[config.mk]
export PLATFORM = sky130hd
export DESIGN_NAME = jop_dbg_seq
export DESIGN_NICKNAME = d
export VERILOG_FILES = /design/src/rtl/jop_dbg_seq_pkg.sv /design/src/rtl/jop_dbg_seq_timer.sv /design/src/rtl/jop_dbg_seq.sv
export SDC_FILE = /design/constraint.sdc
export NUM_CORES = 1
export LEC_CHECK = 0
export CORE_MARGIN = 2
export CORE_UTILIZATION = 44
export CTS_CLUSTER_SIZE = 40
export DETAILED_ROUTE_END_ITERATION = 6
export PLACE_DENSITY = 0.76
export SETUP_SLACK_MARGIN = 0.15
export SLEW_MARGIN = 20
export SYNTH_ARGS = -nofsm -noshare
export SYNTH_HDL_FRONTEND = slang
export SYNTH_HIERARCHICAL = 1
export SYNTH_SLANG_ARGS = --single-unit
[constraint.sdc]
create_clock -name clk -period 2.4 [get_ports clk]
set_input_delay 0.48 -clock clk [delete_from_list [all_inputs] [get_ports clk]]
set_output_delay 0.48 -clock clk [all_outputs]
set_load 0.03 [all_outputs]
[src/rtl/jop_dbg_seq_pkg.sv]
// Shared types and defaults for the debug-port sequencer.
package jop_dbg_seq_pkg;

  localparam int unsigned JOP_DBG_SETTLE_DEF  = 4;
  localparam int unsigned JOP_DBG_TIMEOUT_DEF = 255;

  typedef enum logic [2:0] {
    ST_IDLE   = 3'd0,
    ST_STALL  = 3'd1,
    ST_ACCESS = 3'd2,
    ST_RESP   = 3'd3,
    ST_HOLD   = 3'd4
  } state_t;

endpackage

[src/rtl/jop_dbg_seq_timer.sv]
// Loadable down-counter with zero flag; shared by settle and access timeout.
module jop_dbg_timer #(
  parameter int unsigned CW = 8
) (
  input  logic          clk,
  input  logic          rst,
  input  logic          i_load,
  input  logic [CW-1:0] i_val,
  output logic          o_zero
);

  logic [CW-1:0] r_cnt;

  always_ff @(posedge clk or negedge rst) begin
    if (!rst) begin
      r_cnt <= '0;
    end else if (i_load) begin
      r_cnt <= i_val;
    end else if (r_cnt != '0) begin
      r_cnt <= r_cnt - CW'(1);
    end
  end

  assign o_zero = (r_cnt == '0);

endmodule

[src/rtl/jop_dbg_seq.sv]
// Debug-port sequencer: stalls the core, settles, runs one strobe/ack access.
// Define JOP_DBG_SEQ_TIMEOUT_EN to bound the ack wait and report rsp_err.
module jop_dbg_seq
  import jop_dbg_seq_pkg::*;
#(
  parameter int unsigned AW      = 32,
  parameter int unsigned DW      = 32,
  parameter int unsigned SETTLE  = JOP_DBG_SETTLE_DEF,
  parameter int unsigned TIMEOUT = JOP_DBG_TIMEOUT_DEF,
  parameter int unsigned CW      = 8
) (
  input  logic          clk,
  input  logic          rst,
  input  logic          cmd_valid,
  output logic          cmd_ready,
  input  logic          cmd_we,
  input  logic          cmd_hold,
  input  logic [AW-1:0] cmd_adr,
  input  logic [DW-1:0] cmd_dat,
  input  logic          release_i,
  output logic          rsp_valid,
  input  logic          rsp_ready,
  output logic [DW-1:0] rsp_dat,
  output logic          rsp_err,
  output logic          stalled_o,
  output logic          dbg_stall_o,
  output logic          dbg_stb_o,
  output logic          dbg_we_o,
  output logic [AW-1:0] dbg_adr_o,
  output logic [DW-1:0] dbg_dat_o,
  input  logic [DW-1:0] dbg_dat_i,
  input  logic          dbg_ack_i
);

  // Counter is loaded with N-1 so the zero flag is seen after exactly N cycles.
  localparam logic [CW-1:0] SETTLE_LD = CW'(SETTLE - 1);
  localparam logic [CW-1:0] TO_LD     = CW'(TIMEOUT - 1);

  state_t        r_state;
  logic          r_cmd_ready, r_rsp_valid, r_stall, r_stb;
  logic          r_cmd_we, r_cmd_hold, r_dbg_we;
  logic [AW-1:0] r_cmd_adr, r_dbg_adr;
  logic [DW-1:0] r_cmd_dat, r_dbg_dat, r_rsp_dat;

  logic          w_accept, w_ld_settle, w_go_access, w_zero;
  logic [CW-1:0] w_ld_val;
  logic          w_nxt_we;
  logic [AW-1:0] w_nxt_adr;
  logic [DW-1:0] w_nxt_dat;

  assign w_accept    = r_cmd_ready & cmd_valid;
  assign w_ld_settle = (r_state == ST_IDLE) & w_accept;
  assign w_go_access = ((r_state == ST_STALL) & w_zero) | ((r_state == ST_HOLD) & w_accept);
  assign w_ld_val    = w_ld_settle ? SETTLE_LD : TO_LD;

  jop_dbg_timer #(.CW(CW)) u_timer (
    .clk    (clk),
    .rst    (rst),
    .i_load (w_ld_settle | w_go_access),
    .i_val  (w_ld_val),
    .o_zero (w_zero)
  );

  // From HOLD the access starts on the accept edge, so use the live command.
  always_comb begin
    w_nxt_we  = r_cmd_we;
    w_nxt_adr = r_cmd_adr;
    w_nxt_dat = r_cmd_we ? r_cmd_dat : '0;
    if (r_state == ST_HOLD) begin
      w_nxt_we  = cmd_we;
      w_nxt_adr = cmd_adr;
      w_nxt_dat = cmd_we ? cmd_dat : '0;
    end
  end

`ifdef JOP_DBG_SEQ_TIMEOUT_EN
  logic r_rsp_err;
`endif

  always_ff @(posedge clk or negedge rst) begin
    if (!rst) begin
      r_state     <= ST_IDLE;
      r_cmd_ready <= 1'b0;
      r_rsp_valid <= 1'b0;
      r_rsp_dat   <= '0;
      r_stall     <= 1'b0;
      r_stb       <= 1'b0;
      r_dbg_we    <= 1'b0;
      r_dbg_adr   <= '0;
      r_dbg_dat   <= '0;
      r_cmd_we    <= 1'b0;
      r_cmd_hold  <= 1'b0;
      r_cmd_adr   <= '0;
      r_cmd_dat   <= '0;
`ifdef JOP_DBG_SEQ_TIMEOUT_EN
      r_rsp_err   <= 1'b0;
`endif
    end else begin
      if (w_accept) begin
        r_cmd_we    <= cmd_we;
        r_cmd_hold  <= cmd_hold;
        r_cmd_adr   <= cmd_adr;
        r_cmd_dat   <= cmd_dat;
        r_cmd_ready <= 1'b0;
      end
      if (w_go_access) begin
        r_stb     <= 1'b1;
        r_dbg_we  <= w_nxt_we;
        r_dbg_adr <= w_nxt_adr;
        r_dbg_dat <= w_nxt_dat;
      end
      case (r_state)
        ST_IDLE: begin
          if (w_accept) begin
            r_stall <= 1'b1;
            r_state <= ST_STALL;
          end else begin
            r_cmd_ready <= 1'b1;
          end
        end
        ST_STALL: begin
          if (w_zero) r_state <= ST_ACCESS;
        end
        ST_ACCESS: begin
          if (dbg_ack_i) begin
            r_stb       <= 1'b0;
            r_dbg_we    <= 1'b0;
            r_dbg_adr   <= '0;
            r_dbg_dat   <= '0;
            r_rsp_valid <= 1'b1;
            r_rsp_dat   <= r_dbg_we ? '0 : dbg_dat_i;
            r_state     <= ST_RESP;
`ifdef JOP_DBG_SEQ_TIMEOUT_EN
            r_rsp_err   <= 1'b0;
          end else if (w_zero) begin
            r_stb       <= 1'b0;
            r_dbg_we    <= 1'b0;
            r_dbg_adr   <= '0;
            r_dbg_dat   <= '0;
            r_rsp_valid <= 1'b1;
            r_rsp_dat   <= '0;
            r_rsp_err   <= 1'b1;
            r_state     <= ST_RESP;
`endif
          end
        end
        ST_RESP: begin
          if (rsp_ready) begin
            r_rsp_valid <= 1'b0;
            r_rsp_dat   <= '0;
            r_cmd_ready <= 1'b1;
`ifdef JOP_DBG_SEQ_TIMEOUT_EN
            r_rsp_err   <= 1'b0;
`endif
            if (r_cmd_hold) begin
              r_state <= ST_HOLD;
            end else begin
              r_stall <= 1'b0;
              r_state <= ST_IDLE;
            end
          end
        end
        ST_HOLD: begin
          if (w_accept) begin
            r_state <= ST_ACCESS;
          end else if (release_i) begin
            r_stall <= 1'b0;
            r_state <= ST_IDLE;
          end
        end
        default: r_state <= ST_IDLE;
      endcase
    end
  end

  assign cmd_ready   = r_cmd_ready;
  assign rsp_valid   = r_rsp_valid;
  assign rsp_dat     = r_rsp_dat;
  assign stalled_o   = r_stall;
  assign dbg_stall_o = r_stall;
  assign dbg_stb_o   = r_stb;
  assign dbg_we_o    = r_dbg_we;
  assign dbg_adr_o   = r_dbg_adr;
  assign dbg_dat_o   = r_dbg_dat;
`ifdef JOP_DBG_SEQ_TIMEOUT_EN
  assign rsp_err     = r_rsp_err;
`else
  assign rsp_err     = 1'b0;
`endif

endmodule

# Yosys cells after proc, flatten, opt, wreduce, memory -nomap -nowiden
# Index checks and enable logic that the tools add are counted.
# W data, S select, Z words.
[totals] latch_bits=0 register_bits=178 romBits=0 input_bits=104 ram_bits=0 out_inout_bits=103 mem_count=0
[classes] n_eq_ne=12 order_cmp=0 bitwise=6 mux=45 mul=0 addsub=1 n_reduce_logical=9 div=0 shifts=0
[ops] op="$mux W32" n=13
[ops] op="$pmux W32 S2" n=1
[ops] op="$mux W8" n=3
[ops] op="$mux W3" n=7
[ops] op="$mux W1" n=17
[ops] op="$pmux W3 S5" n=1
[ops] op="$ne A2 B2 Y1 const B" n=7
[ops] op="$logic_not A8 Y1" n=1
[ops] op="$reduce_bool A8 Y1" n=1
[ops] op="$sub A8 B1 Y8 const B" n=1
[ops] op="$eq A3 B2 Y1 const B" n=2
[ops] op="$reduce_and A6 Y1" n=1
[ops] op="$reduce_and A5 Y1" n=1
[ops] op="$and A1 B1 Y1" n=4
[ops] op="$pmux W1 S2" n=2
[ops] op="$reduce_bool A2 Y1" n=2
[ops] op="$eq A3 B1 Y1 const B" n=1
[ops] op="$eq A3 B3 Y1 const B" n=1
[ops] op="$logic_not A3 Y1" n=1
[ops] op="$ne A3 B3 Y1 const B" n=1
[ops] op="$pmux W1 S3" n=1
[ops] op="$reduce_and A3 Y1" n=1
[ops] op="$reduce_bool A3 Y1" n=1
[ops] op="$or A1 B1 Y1" n=2

# Logic depth before layout (Yosys ltp)
# Gate-level depths: netlist of the first run.
[depth] word_depth=6 mapped_depth=12 ltp_nobuf=10

# By module
# The synthesis of the first run kept the hierarchy.
[modules_own_cells] module="jop_dbg_seq" area_each_um2=7394.6 cells_each=556 seq_area_each_um2=4254.1 n_inst=1
[modules_own_cells] module="jop_dbg_timer" area_each_um2=476.7 cells_each=54 seq_area_each_um2=200.2 n_inst=1

# Worst setup path after synthesis of the first run
# Ideal clock, no wire load.
[synth_path] path_type="register -> register" startpoint="reg u_timer.r_cnt[0]" endpoint="reg u_timer.r_cnt[4]" required_time_ps=2321 arrival_ps=2525 stages_incl_launch_ff=13 path_slack_ps=-204 cell_sequence="dfrtp_1 -> inv_1 -> ha_1 -> or3b_1 -> clkbuf_2 -> nor2_1 -> nand3b_1 -> a21oi_2 -> buf_4 -> nand2b_1 -> dlygate4sd1_1 -> a21oi_1 -> a2bb2oi_1"
[synth_between] elab_chain_cells=5 word_cells_on_any_way=9 classes_between="add/sub (1); mux (2); bitwise (3); reduce/logical (3)"
[synth_rtl] item="start, declared" line="jop_dbg_seq_timer.sv:12" text="logic [CW-1:0] r_cnt;"
[synth_rtl] item="start signal, assigned" line="jop_dbg_seq_timer.sv:18" text="r_cnt <= i_val;"
[synth_rtl] item="start signal, assigned" line="jop_dbg_seq_timer.sv:20" text="r_cnt <= r_cnt - CW'(1);"
[synth_rtl] item="$logic_not A8 Y1 *" line="jop_dbg_seq_timer.sv:24" text="assign o_zero = (r_cnt == '0);"
[synth_rtl] item="via w_zero" line="jop_dbg_seq.sv:45" text="logic w_accept, w_ld_settle, w_go_access, w_zero;"
[synth_rtl] item="$and A1 B1 Y1 *" line="jop_dbg_seq.sv:53" text="assign w_go_access = ((r_state == ST_STALL) & w_zero) | ((r_state == ST_HOLD) & w_accept);"
[synth_rtl] item="$or A1 B1 Y1 *" line="jop_dbg_seq.sv:53"
[synth_rtl] item="$or A1 B1 Y1 *" line="jop_dbg_seq.sv:59" text=".i_load (w_ld_settle | w_go_access),"
[synth_rtl] item="$mux W8 / $reduce_bool A2 Y1 (equally long branches)"
# Mark *: on every way through the listed nets, which the timed path passes. The rest lies on a longest branch. The select of a mux whose other input is x is not followed.
# A chain may end at the register's enable or synchronous reset.

# Worst setup path in the final report of the first run
# Ends and elaborated chain as after synthesis.

==> results of run 1 <==
==> sequential cells by signal (all words and copies together) (netlist names) <==
signal,count
dbg_dat_o,32
cmd_ready,1
r_cmd_hold,1
dbg_stall_o,1
r_state,3
dbg_we_o,1
rsp_dat,32
r_cmd_adr,32
r_cmd_we,1
rsp_valid,1
r_cmd_dat,32
dbg_adr_o,32
u_timer/r_cnt,8
dbg_stb_o,1
==> timing repair <==
action                                  4_1_cts  5_1_grt
endpoints found under the setup margin       12       73
resized for setup                             3       13
buffers inserted                              0       12
endpoints found under the hold margin        18        0
pin swaps                                     0        4
gates cloned                                  0        4
hold buffers                                  1        0
==> worst min path at each step <==
stage                     from                       end  depth (start not counted)  slack, ns
final                      rst    dbg_adr_o[6]$_DFF_PN0_                          2       0.49
after global routing       rst    dbg_adr_o[3]$_DFF_PN0_                          2       0.48
after CTS                  rst    dbg_adr_o[6]$_DFF_PN0_                          2       0.47
after detailed placement   rst    dbg_adr_o[3]$_DFF_PN0_                          1       0.35
after global placement     rst  r_cmd_adr[3]$_DFFE_PN0N_                          1       0.34
after floorplan            rst       cmd_ready$_DFF_PN0_                          0       0.18
==> metal layers <==
| metal | vias to the layer above | global-route usage | routed length [µm] |
|---|---|---|---|
| met1 | 3019 | 0.272 | 8770 |
| met2 | 240 | 0.358 | 10600 |
| met5 | - | 0 | 0 |
| li1 | 2641 | - | - |
| met4 | 0 | 0.0629 | 194 |
| met3 | 19 | 0.0478 | 1370 |
==> synth_stat cells (2+ instances only) <==
cell type and n:
nor3_1 3, a21boi_0 2, clkbuf_1 6, inv_1 5, or3b_1 2, buf_6 9
a211o_1 2, nor4_1 2, o21ai_0 2, dfrtp_1 178, a22o_1 33, conb_1 2
mux2i_1 97, o22ai_1 3, nand3_1 3, buf_2 30, mux2_1 66, nand2b_1 2
a32oi_1 32, nand2_1 74, nor2_1 7, o31ai_1 3, or4_1 3, buf_4 4
a21oi_1 9
==> kinds of logic (layout without fill, tap and decap cells) <==
| logic type | after synthesis | after routing |
|---|---|---|
| buf+inv | 57 | 280 |
| fa+ha+maj | 1 | 1 |
| simple gates | 110 | 110 |
| compound gates | 96 | 96 |
| mux | 165 | 165 |
| other cells | 2 | 2 |
| flops | 178 | 178 |
| xor+xnor | 1 | 1 |
==> final cells by class <==
type / count / share of cell area
multi-input cells: 375 / 0.288
clock buffers: 21 / 0.0417
well taps: 225 / 0.0255
inverters: 6 / 0.00227
repair buffers: 243 / 0.225
clock inverters: 10 / 0.0143
flip-flops and latches: 178 / 0.404
==> placed cells by master, fill, tap and decap left out, types with 2 or more instances in the layout <==
cell	synthesis	final
mux2i_1	97	95
dfrtp_2	0	3
o31ai_1	3	3
buf_6	9	3
o21ai_0	2	2
conb_1	2	2
mux2_1	66	66
or4_1	3	2
clkinvlp_4	0	3
dfrtp_1	178	175
inv_1	5	2
a21boi_0	2	2
buf_12	0	8
clkbuf_1	6	2
a211o_1	2	2
inv_2	1	3
a32oi_1	32	32
o22ai_1	3	3
a21oi_1	9	9
nor3_1	3	3
nand2_1	74	73
clkdlybuf4s50_1	0	204
buf_4	4	25
nand3_1	3	3
clkbuf_16	0	19
clkbuf_8	0	2
nor2_1	7	6
nor4_1	2	2
clkinv_2	0	3
bufinv_16	0	4
a22o_1	33	33
==> metrics by stage <==
stage / util / setup slack (ns)
floorplan: - / 0.153
global placement: 0.584 / 0.202
detailed placement: 0.584 / 0.101
CTS: 0.621 / 0.122
global route: 0.634 / 0.0150
finish: 0.634 / 0.0814
==> report_power, final <==
part,leakage [nW],switching (mW),internal (mW),total (mW)
Combinational,1.85,1.48,1.54,3.02
Clock,0.295,1.11,1.79,2.90
Sequential,2.31,0.743,3.91,4.65
Total,4.45,3.33,7.24,10.6
==> impl_metrics.json, run 1 <==
{
  "status": "completed",
  "slowest_delay_ns": 0.43,
  "nFillCells": 1264,
  "synth_top_family_by_area": "multiplexers",
  "antenna_left": 0,
  "crit_end": "u_timer/r_cnt[4]$_DFFE_PN0P_",
  "syn_inst": 610,
  "htreeDepth": 4,
  "reg2reg_depth": 11,
  "cts_tree": "yes",
  "fp.dieArea_mm2": 0.0190,
  "synthTopCellsByArea": "dfrtp_1 57%, mux2i_1 12%, mux2_1 9.4%",
  "synth_compound_area_frac": 0.0989,
  "drtIter0Drc": 353,
  "drive_above_1_share": 0.108,
  "async_reset_ff_frac": 1.00,
  "maxCapViolations": 0,
  "crit_chain": "inv_2, ha_4, or3b_4, nor2_4, nand3b_1, a21oi_4, buf_12, nand2b_4, buf_6, a21oi_1, a2bb2oi_1",
  "grt_max_degree": 77,
  "holdWs_ns": 0.486,
  "cp_num_cells": 11,
  "hp-class": "in -> async",
  "chipWidth_um": 138,
  "ys_warn_count": 6,
  "path_class": "reg -> reg",
  "p_total_mw": 10.6,
  "yosysTopAreaCell": "dfrtp_1",
  "multi_input_area_mm2": 0.00318,
  "synth_xor_area_frac": 0.00111,
  "r2r_slack_ns": 0.08,
  "clk_pin_slew_ns": 0.06,
  "fp.coreArea_mm2": 0.0174,
  "syn_avg_cell_area_um2": 12.9,
  "cp-start-kind": "register",
  "track_usage": 0.211,
  "cts_root_buf": "clkbuf_16",
  "synth_fp_nets": 715,
  "finClkSkew_ns": 0.00958,
  "hold_violations": 0,
  "grt_pass1_wl_um": 30900,
  "ir_drop_uv": 495,
  "gp_congestion": 0.872,
  "critPathRequiredTime_ns": 2.72,
  "syn_to_final_growth_pct": 40.3,
  "vias": 5919,
  "r2r-end": "u_timer/r_cnt[4]$_DFFE_PN0P_",
  "finalCritPeriodShare": 0.966,
  "critPathTopFamily": "simple AND/OR/NAND/NOR gates",
  "slowest_stage": "dfrtp_1",
  "clk_latency_ns": 0.41,
  "clock_path_buffers": 2,
  "grt_pass1_vias": 6087,
  "worstSetupStartpoint": "u_timer/r_cnt[0]$_DFFE_PN0P_",
  "yosysUniqueCellTypes": 56,
  "syn_area_mm2": 0.00787,
  "grt_antenna_before_repair": 0,
  "placedCellCount": 1010,
  "finalMaxSlewViolations": 0,
  "routed_via_density": 5.59,
  "max_freq_mhz": 431,
  "synth-main-ff-cell": "dfrtp_1",
  "start_util": 0.452,
  "synthSimpleGateAreaFrac": 0.0663,
  "dp_hpwl_um": 13800,
  "nNetsFinal": 926,
  "design_area_mm2": 0.0110,
  "synth-edff-count": 0,
  "setup_tns_ns": 0,
  "synthMuxAreaShare": 0.222,
  "path_max_fanout": 9,
  "final-seq-area_mm2": 0.00446,
  "synth-adder-area-share": 0.00159,
  "slew_headroom": 0.477,
  "p_leak_nw": 4.45,
  "synth-seq-cells": 178,
  "grt_overflow": 0,
  "worst_pin_slew_ns": 0.777,
  "antennaDiodeCount": 0,
  "setup_viol_count_final": 0,
  "crit_buf_inv": 3,
  "drt-pass1-iter-count": 5,
  "period_needed_ns": 2.32,
  "end_kind": "register",
  "rsz0062_at_grt": "true",
  "cts_sinks": 178,
  "placed_cell_area_mm2": 0.0102,
  "rr_startpoint": "u_timer/r_cnt[0]$_DFFE_PN0P_",
  "power_density_mw_per_mm2": 957,
  "port_buffers": 205,
  "die_h_um": 138,
  "synth.top_cell.area_share": 0.566,
  "wl_per_cell_um": 19.8,
  "drc_errors": 0,
  "yosysSeqAreaShare": 0.566,
  "crit_arrival_ns": 2.64,
  "wl_um": 20900,
  "final_cells": 1058,
  "rows": 48,
  "io_pins": 207,
  "cts_made_buffers": 17
}
Power figures use the tool's default switching activity.
==> run 2, diff against run 1 <==
--- a/config.mk
+++ b/config.mk
@@ -11,6 +11,7 @@
 export DETAILED_ROUTE_END_ITERATION = 6
 export PLACE_DENSITY = 0.76
 export SETUP_SLACK_MARGIN = 0.15
+export SKIP_LAST_GASP = 1
 export SLEW_MARGIN = 20
 export SYNTH_ARGS = -nofsm -noshare
 export SYNTH_HDL_FRONTEND = slang
==> results of run 2 <==
Final layout, timing and power as in run 1 (identical DEF).
==> run 3, diff against run 2 <==
--- a/config.mk
+++ b/config.mk
@@ -5,11 +5,13 @@
 export SDC_FILE = /design/constraint.sdc
 export NUM_CORES = 1
 export LEC_CHECK = 0
+export CAP_MARGIN = 20
 export CORE_MARGIN = 2
 export CORE_UTILIZATION = 44
 export CTS_CLUSTER_SIZE = 40
 export DETAILED_ROUTE_END_ITERATION = 6
 export PLACE_DENSITY = 0.76
+export REMOVE_ABC_BUFFERS = 1
 export SETUP_SLACK_MARGIN = 0.15
 export SKIP_LAST_GASP = 1
 export SLEW_MARGIN = 20
==> impl_metrics.json, run 3 (synthesis results as in run 1) <==
{
  "chipWidth_um": 138,
  "worstSetupStartpoint": "u_timer/r_cnt[0]$_DFFE_PN0P_",
  "cts_root_buf": "clkbuf_16",
  "max_freq_mhz": 452,
  "routed_via_density": 5.40,
  "nNetsFinal": 921,
  "grt_pass1_wl_um": 31400,
  "grt_antenna_before_repair": 0,
  "p_total_mw": 10.4,
  "finalCritPeriodShare": 0.921,
  "cp-start-kind": "register",
  "drtIter0Drc": 397,
  "track_usage": 0.218,
  "io_pins": 207,
  "fp.dieArea_mm2": 0.0190,
  "wl_per_cell_um": 19.1,
  "port_buffers": 205,
  "period_needed_ns": 2.21,
  "layout_commonest_cell": "clkdlybuf4s50_1",
  "setup_viol_count_final": 0,
  "die_h_um": 138,
  "path_class": "reg -> reg",
  "status": "completed",
  "drc_errors": 0,
  "rsz0062_at_grt": "true",
  "finClkSkew_ns": 0.00845,
  "cts_sinks": 178,
  "end_kind": "register",
  "r2r_slack_ns": 0.19,
  "antenna_left": 0,
  "hp-class": "in -> async",
  "cts_made_buffers": 17,
  "ir_drop_uv": 578,
  "pre_cts_ws_ns": 0.0292,
  "drive_above_1_share": 0.100,
  "finalMaxSlewViolations": 0,
  "wl_um": 20100,
  "syn_to_final_growth_pct": 39.2,
  "final_cells": 1054,
  "antennaDiodeCount": 0,
  "grt_pass1_vias": 6054,
  "clk_pin_slew_ns": 0.07,
  "reg2reg_depth": 11,
  "final_util": 0.629,
  "final_cell_mix": "204 x clkdlybuf4s50_1, 177 x dfrtp_1, 96 x mux2i_1, 73 x nand2_1, 66 x mux2_1",
  "power_density_mw_per_mm2": 952,
  "maxCapViolations": 0,
  "cts_tree": "yes",
  "r2r-end": "u_timer/r_cnt[4]$_DFFE_PN0P_",
  "worst_pin_slew_ns": 0.740,
  "p_leak_nw": 4.42,
  "hold_buffers": 0,
  "drt-pass1-iter-count": 4,
  "placedCellCount": 1013,
  "grt_max_degree": 69,
  "dp_hpwl_um": 13300,
  "vias": 5693,
  "rows": 48,
  "hold_violations": 0,
  "grt_overflow": 0,
  "setup_tns_ns": 0,
  "htreeDepth": 4,
  "gp_congestion": 0.781,
  "clk_latency_ns": 0.42,
  "worst_slack_ns": 0.189,
  "path_max_fanout": 5,
  "slew_headroom": 0.506,
  "start_util": 0.452,
  "rr_startpoint": "u_timer/r_cnt[0]$_DFFE_PN0P_",
  "fp.coreArea_mm2": 0.0174,
  "critPathRequiredTime_ns": 2.74,
  "crit_arrival_ns": 2.55,
  "clock_path_buffers": 2
}
[run 3: per-stage QoR]
step / hold WS, ns / instance area (µm²)
floorplan: 0.184 / 7550
global placement: 0.465 / 10200
detailed placement: 0.481 / 10200
CTS: 0.0249 / 10900
global route: 0.0432 / 11000
finish: 0.0225 / 11000
[run 3: where the power goes]
part	leakage, nW	switching, mW	internal, mW
logic	1.83	1.50	1.55
registers	2.31	0.699	3.90
clock network	0.285	1.21	1.56
total	4.42	3.40	7.02
[run 3: layer usage]
layer	vias up	wire length [µm]	track usage
met1	2848	8120	0.261
met5	-	0	0
met4	0	357	0.0703
met2	175	10600	0.386
met3	27	1100	0.0526
li1	2643	-	-
[run 3: how the worst max path moves through the flow]
stage / endpoint / slack, ns / cells after the start
finish: u_timer/r_cnt[4]$_DFFE_PN0P_ / 0.19 / 11
global route: dbg_dat_o[0]$_DFF_PN0_ / 0.11 / 8
CTS: u_timer/r_cnt[6]$_DFFE_PN0P_ / 0.15 / 11
detailed placement: dbg_adr_o[6]$_DFF_PN0_ / 0.03 / 8
global placement: u_timer/r_cnt[6]$_DFFE_PN0P_ / 0.16 / 9
floorplan: u_timer/r_cnt[5]$_DFFE_PN0P_ / -2.59 / 9
[run 3: repair_timing]
action | CTS | global route
pin swaps | 1 | 2
gates resized for setup | 7 | 10
setup endpoints to repair | 69 | 72
setup buffers | 2 | 4
cloned | 1 | 2
[run 3: final cells by class]
cell class / count / area, µm²
fill: 1330 / 6460
sequential: 178 / 4460
multi-input combinational: 375 / 3170
timing repair buffer: 238 / 2440
clock buffer: 20 / 437
tap: 225 / 282
clock inverter: 12 / 150
inverter: 6 / 22.5
[run 3: worst max-delay path: stages (launching register included)]
cell and delay [ns]:
dfrtp_1 0.40, inv_2 0.09, ha_4 0.14, or3b_4 0.40, nor2_4 0.11, nand3b_1 0.13, a21oi_4 0.27, nand2b_4 0.20
buf_6 0.12, buf_4 0.11, a21oi_1 0.04, a2bb2oi_1 0.12
